### src/rtl/reg_guard_pkg.sv
// Shared types for the register access guard: privilege encoding,
// error codes, policy-table entry layout and guard FSM states.
package reg_guard_pkg;

   typedef enum logic [1:0] {
      PRIV_U    = 2'b00,
      PRIV_S    = 2'b01,
      PRIV_RSVD = 2'b10,
      PRIV_M    = 2'b11
   } priv_e;

   typedef enum logic [1:0] {
      ERR_NONE      = 2'd0,
      ERR_PRIV      = 2'd1,
      ERR_UNMAPPED  = 2'd2,
      ERR_RSVD_PRIV = 2'd3
   } guard_err_e;

   typedef struct packed {
      priv_e min_priv;
      logic  lock;
   } policy_entry_t;

   typedef enum logic [1:0] {
      IDLE  = 2'd0,
      CHECK = 2'd1,
      RESP  = 2'd2
   } guard_state_e;

   // Every entry comes out of reset as "machine mode only", unlocked.
   localparam policy_entry_t POLICY_RESET = '{min_priv: PRIV_M, lock: 1'b0};

   // Index width for a table of n entries; a single-entry table still needs one bit.
   function automatic int unsigned idx_width(input int unsigned n);
      return (n > 1) ? $clog2(n) : 1;
   endfunction

endpackage

### src/rtl/reg_guard_policy_tbl.sv
// Per-register minimum-privilege table with sticky lock bits.
// A config write lands only from machine mode, on an unlocked, in-range
// entry; anything else leaves the table alone and pulses cfg_err_o.
module reg_guard_policy_tbl
   import reg_guard_pkg::*;
#(
   parameter int unsigned NUM_REGS = 8,
   parameter int unsigned IDX_W    = idx_width(NUM_REGS)
) (
   input  logic             clk_i,
   input  logic             rst_ni,
   input  logic             cfg_we_i,
   input  logic [IDX_W-1:0] cfg_idx_i,
   input  logic [1:0]       cfg_min_priv_i,
   input  logic             cfg_lock_i,
   input  logic [1:0]       cfg_priv_i,
   output logic             cfg_err_o,
   input  logic [IDX_W-1:0] lk_idx_i,
   output priv_e            lk_min_priv_o
);

   policy_entry_t tbl_q [NUM_REGS];
   policy_entry_t tbl_d [NUM_REGS];
   logic          cfg_err_q;
   logic          cfg_err_d;
   logic          cfg_idx_ok;
   logic          lk_idx_ok;
   logic          cfg_accept;

   assign cfg_idx_ok = ({1'b0, cfg_idx_i} < (IDX_W + 1)'(NUM_REGS));
   assign lk_idx_ok  = ({1'b0, lk_idx_i} < (IDX_W + 1)'(NUM_REGS));

   // Decide whether the config write may land, and build the next table.
   always_comb begin
      cfg_accept = 1'b0;
      for (int i = 0; i < NUM_REGS; i++) begin
         tbl_d[i] = tbl_q[i];
      end
      if (cfg_we_i && (cfg_priv_i == PRIV_M) && cfg_idx_ok) begin
         cfg_accept = !tbl_q[cfg_idx_i].lock;
      end
      if (cfg_accept) begin
         tbl_d[cfg_idx_i].min_priv = priv_e'(cfg_min_priv_i);
         tbl_d[cfg_idx_i].lock     = cfg_lock_i;
      end
      cfg_err_d = cfg_we_i && !cfg_accept;
   end

   // Table and rejection-pulse registers.
   always_ff @(posedge clk_i) begin
      if (!rst_ni) begin
         for (int i = 0; i < NUM_REGS; i++) begin
            tbl_q[i] <= POLICY_RESET;
         end
         cfg_err_q <= 1'b0;
      end else begin
         for (int i = 0; i < NUM_REGS; i++) begin
            tbl_q[i] <= tbl_d[i];
         end
         cfg_err_q <= cfg_err_d;
      end
   end

   // Lookup reads the registered table only, so a write in the same
   // cycle as a check is not seen by that check.
   always_comb begin
      lk_min_priv_o = PRIV_M;
      if (lk_idx_ok) begin
         lk_min_priv_o = tbl_q[lk_idx_i].min_priv;
      end
   end

   assign cfg_err_o = cfg_err_q;

endmodule

### src/rtl/reg_access_guard.sv
// Access-control gate between the CPU load/store path and a block of
// privileged CSR-style registers. Holds the request FSM, the saturating
// violation counter and (with REG_ACCESS_GUARD_AUDIT_EN defined) a
// sticky capture of the first denied request.
//
// Handshake: a request transfers on a cycle where req_valid_i and
// req_ready_o are both high; a response transfers on a cycle where
// rsp_valid_o and rsp_ready_i are both high. rsp_* outputs hold stable
// while rsp_valid_o is high and rsp_ready_i is low.
module reg_access_guard
   import reg_guard_pkg::*;
#(
   parameter int unsigned ADDR_W   = 12,
   parameter int unsigned NUM_REGS = 8,
   parameter logic [ADDR_W-1:0] REG_BASE = ADDR_W'('h060),
   parameter int unsigned CNT_W    = 8,
   localparam int unsigned IDX_W   = idx_width(NUM_REGS)
) (
   input  logic              clk_i,
   input  logic              rst_ni,
   input  logic              req_valid_i,
   output logic              req_ready_o,
   input  logic              req_write_i,
   input  logic [ADDR_W-1:0] req_addr_i,
   input  logic [1:0]        req_priv_i,
   output logic              rsp_valid_o,
   input  logic              rsp_ready_i,
   output logic              rsp_grant_o,
   output logic              rsp_exc_o,
   output logic [1:0]        rsp_err_o,
   input  logic              cfg_we_i,
   input  logic [IDX_W-1:0]  cfg_idx_i,
   input  logic [1:0]        cfg_min_priv_i,
   input  logic              cfg_lock_i,
   input  logic [1:0]        cfg_priv_i,
   output logic              cfg_err_o,
   output logic [CNT_W-1:0]  viol_cnt_o,
   input  logic              viol_clr_i
`ifdef REG_ACCESS_GUARD_AUDIT_EN
   ,
   output logic              fault_valid_o,
   output logic [ADDR_W-1:0] fault_addr_o,
   output logic [1:0]        fault_priv_o,
   output logic              fault_write_o,
   input  logic              fault_clr_i
`endif
);

   guard_state_e      state_q, state_d;
   logic              write_q, write_d;
   logic [ADDR_W-1:0] addr_q, addr_d;
   logic [1:0]        priv_q, priv_d;
   guard_err_e        err_q, err_d;
   logic [CNT_W-1:0]  cnt_q, cnt_d;
   logic              cnt_inc;

   logic [ADDR_W-1:0] offset;
   logic [ADDR_W-1:0] reg_idx;
   logic              unmapped;
   priv_e             lk_min_priv;
   guard_err_e        chk_err;

   reg_guard_policy_tbl #(
      .NUM_REGS (NUM_REGS),
      .IDX_W    (IDX_W)
   ) u_policy_tbl (
      .clk_i          (clk_i),
      .rst_ni         (rst_ni),
      .cfg_we_i       (cfg_we_i),
      .cfg_idx_i      (cfg_idx_i),
      .cfg_min_priv_i (cfg_min_priv_i),
      .cfg_lock_i     (cfg_lock_i),
      .cfg_priv_i     (cfg_priv_i),
      .cfg_err_o      (cfg_err_o),
      .lk_idx_i       (reg_idx[IDX_W-1:0]),
      .lk_min_priv_o  (lk_min_priv)
   );

   // Decode the latched request and evaluate it, first matching rule wins.
   always_comb begin
      offset   = addr_q - REG_BASE;
      reg_idx  = offset >> 2;
      unmapped = (addr_q < REG_BASE) || (addr_q[1:0] != 2'b00) ||
                 (reg_idx >= ADDR_W'(NUM_REGS));
      chk_err  = ERR_NONE;
      if (priv_q == PRIV_RSVD) begin
         chk_err = ERR_RSVD_PRIV;
      end else if (unmapped) begin
         chk_err = ERR_UNMAPPED;
      end else if (priv_q < lk_min_priv) begin
         chk_err = ERR_PRIV;
      end
   end

   // Request FSM next-state: accept in IDLE, judge in CHECK, hold in RESP.
   always_comb begin
      state_d = state_q;
      write_d = write_q;
      addr_d  = addr_q;
      priv_d  = priv_q;
      err_d   = err_q;
      cnt_inc = 1'b0;
      case (state_q)
         IDLE: begin
            if (req_valid_i) begin
               write_d = req_write_i;
               addr_d  = req_addr_i;
               priv_d  = req_priv_i;
               state_d = CHECK;
            end
         end
         CHECK: begin
            err_d   = chk_err;
            cnt_inc = (chk_err != ERR_NONE);
            state_d = RESP;
         end
         RESP: begin
            if (rsp_ready_i) begin
               state_d = IDLE;
            end
         end
         default: state_d = IDLE;
      endcase
   end

   // Violation counter next value; a clear coinciding with a deny leaves one.
   always_comb begin
      cnt_d = cnt_q;
      if (viol_clr_i) begin
         cnt_d = cnt_inc ? CNT_W'(1) : '0;
      end else if (cnt_inc && (cnt_q != {CNT_W{1'b1}})) begin
         cnt_d = cnt_q + CNT_W'(1);
      end
   end

   // FSM, latched request, result and counter registers.
   always_ff @(posedge clk_i) begin
      if (!rst_ni) begin
         state_q <= IDLE;
         write_q <= 1'b0;
         addr_q  <= '0;
         priv_q  <= '0;
         err_q   <= ERR_NONE;
         cnt_q   <= '0;
      end else begin
         state_q <= state_d;
         write_q <= write_d;
         addr_q  <= addr_d;
         priv_q  <= priv_d;
         err_q   <= err_d;
         cnt_q   <= cnt_d;
      end
   end

   assign req_ready_o = rst_ni && (state_q == IDLE);
   assign rsp_valid_o = (state_q == RESP);
   assign rsp_grant_o = rsp_valid_o && (err_q == ERR_NONE);
   assign rsp_exc_o   = rsp_valid_o && (err_q != ERR_NONE);
   assign rsp_err_o   = rsp_valid_o ? err_q : ERR_NONE;
   assign viol_cnt_o  = cnt_q;

`ifdef REG_ACCESS_GUARD_AUDIT_EN
   logic              fault_valid_q, fault_valid_d;
   logic [ADDR_W-1:0] fault_addr_q, fault_addr_d;
   logic [1:0]        fault_priv_q, fault_priv_d;
   logic              fault_write_q, fault_write_d;

   // Capture the first deny while empty; a clear beats a same-cycle capture.
   always_comb begin
      fault_valid_d = fault_valid_q;
      fault_addr_d  = fault_addr_q;
      fault_priv_d  = fault_priv_q;
      fault_write_d = fault_write_q;
      if (fault_clr_i) begin
         fault_valid_d = 1'b0;
         fault_addr_d  = '0;
         fault_priv_d  = '0;
         fault_write_d = 1'b0;
      end else if (cnt_inc && !fault_valid_q) begin
         fault_valid_d = 1'b1;
         fault_addr_d  = addr_q;
         fault_priv_d  = priv_q;
         fault_write_d = write_q;
      end
   end

   // Audit capture registers.
   always_ff @(posedge clk_i) begin
      if (!rst_ni) begin
         fault_valid_q <= 1'b0;
         fault_addr_q  <= '0;
         fault_priv_q  <= '0;
         fault_write_q <= 1'b0;
      end else begin
         fault_valid_q <= fault_valid_d;
         fault_addr_q  <= fault_addr_d;
         fault_priv_q  <= fault_priv_d;
         fault_write_q <= fault_write_d;
      end
   end

   assign fault_valid_o = fault_valid_q;
   assign fault_addr_o  = fault_addr_q;
   assign fault_priv_o  = fault_priv_q;
   assign fault_write_o = fault_write_q;
`else
   // The write direction only feeds the audit capture.
   logic unused_write;
   assign unused_write = write_q;
`endif

endmodule

### config.mk
export PLATFORM = sky130hd
export DESIGN_NAME = reg_access_guard
export DESIGN_NICKNAME = d
export VERILOG_FILES = /design/src/rtl/reg_guard_pkg.sv /design/src/rtl/reg_guard_policy_tbl.sv /design/src/rtl/reg_access_guard.sv
export SDC_FILE = /design/constraint.sdc
export NUM_CORES = 1
export LEC_CHECK = 0
export BUFFER_PORTS_ARGS = -buffer_cell sky130_fd_sc_hd__buf_2
export CORE_MARGIN = 2
export CORE_UTILIZATION = 59
export CTS_CLUSTER_DIAMETER = 120
export DETAILED_ROUTE_END_ITERATION = 10
export PLACE_DENSITY = 0.91
export SETUP_SLACK_MARGIN = 0.1
export SYNTH_ARGS = -nofsm -noshare
export SYNTH_HDL_FRONTEND = slang
export SYNTH_SLANG_ARGS = --single-unit
### constraint.sdc
create_clock -name clk_i -period 3.4 [get_ports clk_i]
set_input_delay 0.17 -clock clk_i [delete_from_list [all_inputs] [get_ports clk_i]]
set_output_delay 0.17 -clock clk_i [all_outputs]
set_load 0.02 [all_outputs]
# After elaboration in Yosys (flattened, before gate mapping)
# Memory sizes are Yosys's and may differ from the RTL's.
# Cells that the tools add are included.
[totals] wordCells=78 mem_count=1 ram_bits=24 regBits=27
[mem_list] memory="u_policy_tbl.tbl_q" depth=8 width=3 rd=10 rd_ports_with_merged_regs=0 wr=8 line="reg_guard_policy_tbl.sv:22" text="policy_entry_t tbl_q [NUM_REGS];"
[op_classes] n_eq_ne=7 n_lt_le_gt_ge=5 reduce_logical=19 mux=29 n_bitwise=9 n_addsub=2
[op_table] cell="$bwmux 24" n=2
[op_table] cell="$mux 3" n=9
[op_table] cell="$mux 24" n=1
[op_table] cell="$demux 3 s3" n=2
[op_table] cell="$mux 8" n=2
[op_table] cell="$lt 12x7->1 const B" n=1
[op_table] cell="$sub 12x7->12 const B" n=1
[op_table] cell="$ge 10x4->1 const B" n=1
[op_table] cell="$mux 2" n=5
[op_table] cell="$add 8x1->8 const B" n=1
[op_table] cell="$ne 8x8->1 const B" n=1
[op_table] cell="$or 1x1->1" n=8
[op_table] cell="$reduce_bool 2->1" n=4
[op_table] cell="$logic_and 1x1->1" n=7
[op_table] cell="$mux 1" n=7
[op_table] cell="$eq 2x2->1 const B" n=3
[op_table] cell="$pmux 2 s3" n=1
[op_table] cell="$ge 4x4->1 const B" n=1
[op_table] cell="$logic_not 2->1" n=2
[op_table] cell="$lt 4x1->1 const B" n=1
[op_table] cell="$not 3->4" n=1
[op_table] cell="$reduce_and 2->1" n=2
[op_table] cell="$eq 2x1->1 const B" n=1
[op_table] cell="$logic_not 1->1" n=2
[op_table] cell="other kinds (4)" n=5

# Logic depth before layout (Yosys ltp)
# An unclocked memory read counts as a cell.
[logic_depth] ltp_word=11 mapped_depth=9

# Cells and area by module
# A second synthesis with hierarchy kept.
[unflattened] cells_unflattened=271 hier_area_um2=2426.1
[modules_own_cells] module="reg_access_guard" n_inst=1 cells_per_inst=154 seq_area_each_um2=520.5 area_per_inst_um2=1253.7
[modules_own_cells] module="reg_guard_policy_tbl" n_inst=1 cells_per_inst=117 seq_area_each_um2=500.5 area_per_inst_um2=1172.4

# Least setup slack after synthesis
# No wires, ideal clock.
[synth_timing] path_type="reg-to-reg" from="reg addr_q[2]" to="reg cnt_q[3], in the netlist viol_cnt_o[3]" path_slack_ps=1222 required_time_ps=3330 synth_period_minus_slack_ps=2178 setup_time_ps=70 n_path_buf=2 stages_incl_launch_ff=10 arrival_time_ps=2107 cell_sequence="dfxtp_1 buf_2 mux4_2 mux2i_1 ha_1 nor2_1 nor3_1 buf_2 or3_1 a21oi_1"
[synth_between] elab_chain_len=10 word_cells_on_any_way=14 cone_classes="add/sub: 1; order compare: 3; mux: 4; reduce/logical: 5; memory: 1"
[synth_lines] item="from (decl)" line="reg_access_guard.sv:51" text="logic [ADDR_W-1:0] addr_q, addr_d;"
[synth_lines] item="from (signal assigned)" line="reg_access_guard.sv:148" text="addr_q <= addr_d;"
[synth_lines] item="$sub 12x7->12" line="reg_access_guard.sv:81" text="offset = addr_q - REG_BASE;"
[synth_lines] item="$mem_v2 8x3"
[synth_lines] item="$lt 2x2->1" line="reg_access_guard.sv:90" text="end else if (priv_q < lk_min_priv) begin"
[synth_lines] item="$mux 1" line="reg_access_guard.sv:90"
[synth_lines] item="$mux 2 *" line="reg_access_guard.sv:88" text="end else if (unmapped) begin"
[synth_lines] item="$mux 2 *" line="reg_access_guard.sv:86" text="if (priv_q == PRIV_RSVD) begin"
[synth_lines] item="$reduce_bool 2->1 *" line="reg_access_guard.sv:114" text="cnt_inc = (chk_err != ERR_NONE);"
[synth_lines] item="$mux 1 *" line="reg_access_guard.sv:103" text="case (state_q)"
[synth_lines] item="$logic_and 1x1->1 *" line="reg_access_guard.sv:131" text="end else if (cnt_inc && (cnt_q != {CNT_W{1'b1}})) begin"
[synth_lines] item="$reduce_bool 2->1 (no line) *"
[synth_lines] item="to (signal assigned)" line="reg_access_guard.sv:151" text="cnt_q <= cnt_d;"
[synth_lines] item="to (decl)" line="reg_access_guard.sv:54" text="logic [CNT_W-1:0] cnt_q, cnt_d;"
# Mark *: on every way between the ends. The rest lies on a longest branch, timed or not.
# A chain may end at the register's enable or synchronous reset.

# Final worst setup path
[layout_timing] from="reg addr_q[2]" to="reg cnt_q[5], in the netlist viol_cnt_o[5]"
# The elaborated chain is that of the path after synthesis.

==> impl_metrics.json <==
{
  "place_area_um2": 2679,
  "cts_tree": "built",
  "cts_hold_buf": 0,
  "gp_congestion": 0.8339,
  "clock_path_buffers": 2,
  "rsz0062_at_grt": "false",
  "io_pins": 44,
  "synth_cell_type_count": 41,
  "power_mw": 1.235,
  "path_clk_slew_ps": 90,
  "synthesis.area_um2": 2466,
  "worst_setup_path_start_kind": "flop",
  "hold_path.class": "in -> reg",
  "yosysSeqAreaShare_pct": 41.40,
  "via_per_inst": 5.780,
  "cp_slowest_cell": "mux4_2",
  "io_buffer_count": 42,
  "hold_viol_final": 0,
  "grt_max_degree": 49,
  "worst_pin_slew_ps": 745.7,
  "drive_above_1_share_pct": 17.77,
  "grt_usage_pct": 24.43,
  "vias": 2208,
  "powerDensity_nw_per_um2": 439.2,
  "fmax_ghz": 0.3804,
  "crit_chain": "mux4_2 -> mux2i_1 -> ha_1 -> nor2_1 -> nor3_1 -> buf_4 -> or4_1 -> a21oi_1",
  "grt_pass1_vias": 2077,
  "p_leak_nw": 1.145,
  "n_antenna_cell": 0,
  "syn-instance-count": 296,
  "wl_met1_um": 2280,
  "fin_crit_ps": 2629,
  "wl_per_cell_um": 13.85,
  "cpPeakStageDelay_ps": 540,
  "rows": 23,
  "die_y_um": 68.65,
  "finClkSkew_ps": 4.683,
  "stdcell_area_um2": 2811,
  "antenna_left": 0,
  "cts_setup_buffers": 0,
  "ys_ff_latch": 51,
  "routed_wl_um": 5290,
  "htree_levels": 2,
  "cap_violations": 0,
  "syn_to_final_growth_pct": 14.00,
  "crit_required_ps": 3630,
  "final_nets": 363,
  "place_hpwl_um": 3672,
  "relSlewSlack_pct": 50.26,
  "status": "finished clean",
  "worstSetupPathType": "reg -> reg",
  "highest-signal-layer": "met4",
  "root_buffer": "clkbuf_8",
  "insertion_delay_ps": 300,
  "min_period_over_period_pct": 77.32,
  "slew_viol_final": 0,
  "setup_viol": 0,
  "synth_area_per_cell_um2": 8.331,
  "post-route-util_pct": 70.28,
  "drtPass1Iterations": 4,
  "grt_pass1_wl_um": 8652,
  "cp-end-kind": "flop",
  "ys_warn_count": 0,
  "start_util_pct": 61.65,
  "numClockSinks": 51,
  "tns_ps": 0,
  "die_w_um": 68.65,
  "numCtsBuffers": 5,
  "arrival_ps": 2860,
  "ir_worst_vdd_uv": 273.1,
  "overflow": 0,
  "coreArea_um2": 4000,
  "dr_wl_met2_um": 2623,
  "cts_resized": 0,
  "crit_fanout": 12,
  "dieArea_um2": 4713,
  "grt_antenna_before_repair": 0,
  "drt-initial-drc-count": 142,
  "syn_nets": 328,
  "drc": 0,
  "met3_length_um": 284
}
report_power, final:
| part | total, mW | switching, mW | internal, mW |
|---|---|---|---|
| clock network | 0.490 | 0.196 | 0.294 |
| logic | 0.116 | 0.0700 | 0.0456 |
| registers | 0.629 | 0.0152 | 0.614 |
layout make-up:
type	count	area, µm²
Multi-Input combinational cell	227	1366
Sequential cell	51	1021
Fill cell	323	1189
Tap cell	50	62.56
Inverter	3	11.26
Timing Repair Buffer	43	217.7
Clock inverter	2	60.06
Clock buffer	6	72.57
per-stage QoR:
stage / worst slack [ps] / instances / hold slack (ps)
3_3_place_gp: 886.6 / 374 / 405.9
6_report: 771.1 / 382 / 94.51
5_1_grt: 651.9 / 382 / 78.96
2_1_floorplan: 1222 / 296 / 289.2
4_1_cts: 742.4 / 382 / 88.64
3_5_place_dp: 778.4 / 374 / 416.0
flip-flops by register name, indices dropped and copies added (netlist names):
| register | count |
|---|---|
| u_policy_tbl.tbl_q | 24 |
| addr_q | 12 |
| viol_cnt_o | 8 |
| err_q | 2 |
| priv_q | 2 |
| state_q | 2 |
| u_policy_tbl.cfg_err_o | 1 |
synth_stat cells, drive strengths merged:
| library cell | number | area share, % |
|---|---|---|
| nand2 | 60 | 9.1 |
| dfxtp | 51 | 41 |
| nand3 | 24 | 4.9 |
| nor2 | 23 | 3.5 |
| mux2i | 17 | 6.9 |
| a21boi | 16 | 4.9 |
| clkbuf | 11 | 1.7 |
| o21ai | 11 | 2.2 |
| nor3 | 9 | 1.8 |
| o21a | 8 | 2.4 |
| a21oi | 7 | 1.4 |
| and2 | 6 | 1.5 |
| nand2b | 6 | 1.5 |
| nor2b | 5 | 1.3 |
| and3 | 4 | 1.0 |
| buf | 4 | 1.1 |
| ha | 3 | 1.5 |
| inv | 3 | 0.46 |
| mux4 | 3 | 2.7 |
| nand4 | 3 | 0.76 |
| or3 | 3 | 0.76 |
| a221o | 2 | 0.86 |
| o22ai | 2 | 0.51 |
| a2111oi | 1 | 1.1 |
| a211o | 1 | 0.41 |
| a211oi | 1 | 0.30 |
| a22o | 1 | 0.41 |
| a31oi | 1 | 0.25 |
| a41oi | 1 | 0.36 |
| mux2 | 1 | 0.46 |
| nand3b | 1 | 0.30 |
| nor3b | 1 | 0.30 |
| nor4 | 1 | 0.25 |
| o211ai | 1 | 0.30 |
| o31ai | 1 | 0.30 |
| or2 | 1 | 0.25 |
| or4 | 1 | 0.30 |
| or4b | 1 | 0.41 |
per-layer routing:
layer / GRT usage [%] / up-vias
met5: 0 / -
met4: 11.75 / 0
met3: 5.682 / 13
met2: 42.91 / 75
met1: 27.69 / 1011
li1: - / 1109
final timing paths:
path	start	end	slack, ps	cells after the start
hold reg to reg	u_policy_tbl.tbl_q[2][0]$_SDFFE_PN0P_	u_policy_tbl.tbl_q[2][0]$_SDFFE_PN0P_	470	1
hold / removal	cfg_we_i	u_policy_tbl.cfg_err_o$_SDFF_PN0_	90	3
setup reg to reg	addr_q[2]$_SDFFE_PN0P_	viol_cnt_o[5]$_SDFFE_PN0P_	770	8
setup / recovery	addr_q[2]$_SDFFE_PN0P_	viol_cnt_o[5]$_SDFFE_PN0P_	770	8
worst max-delay path: cells and delay by family, from the launching register on:
kind,cells,cell delay (ps)
muxes,2,760
adders and majority gates,1,290
AOI/OAI and AO/OA,1,150
buffers and inverters,1,180
and+or+nand+nor,3,660
DFF,1,520
cell usage in the layout (no fill, tap or decap), types with 6 or more instances in the layout:
master / n
nor2_1: 23
dfxtp_1: 51
nor3_1: 9
nand2b_1: 6
nand2_1: 60
nand3_1: 24
mux2i_1: 17
o21ai_0: 11
a21boi_0: 16
buf_2: 42
o21a_1: 8
a21oi_1: 7
kinds of logic after synthesis:
logic type | Yosys count | share of synthesized area [%]
buf+inv | 18 | 3.196
flops | 51 | 41.40
fa+ha+maj | 3 | 1.522
compound gates | 54 | 15.78
mux | 21 | 10.10
simple gates | 149 | 28.01
No activity file was read; power rests on OpenSTA's default activity.
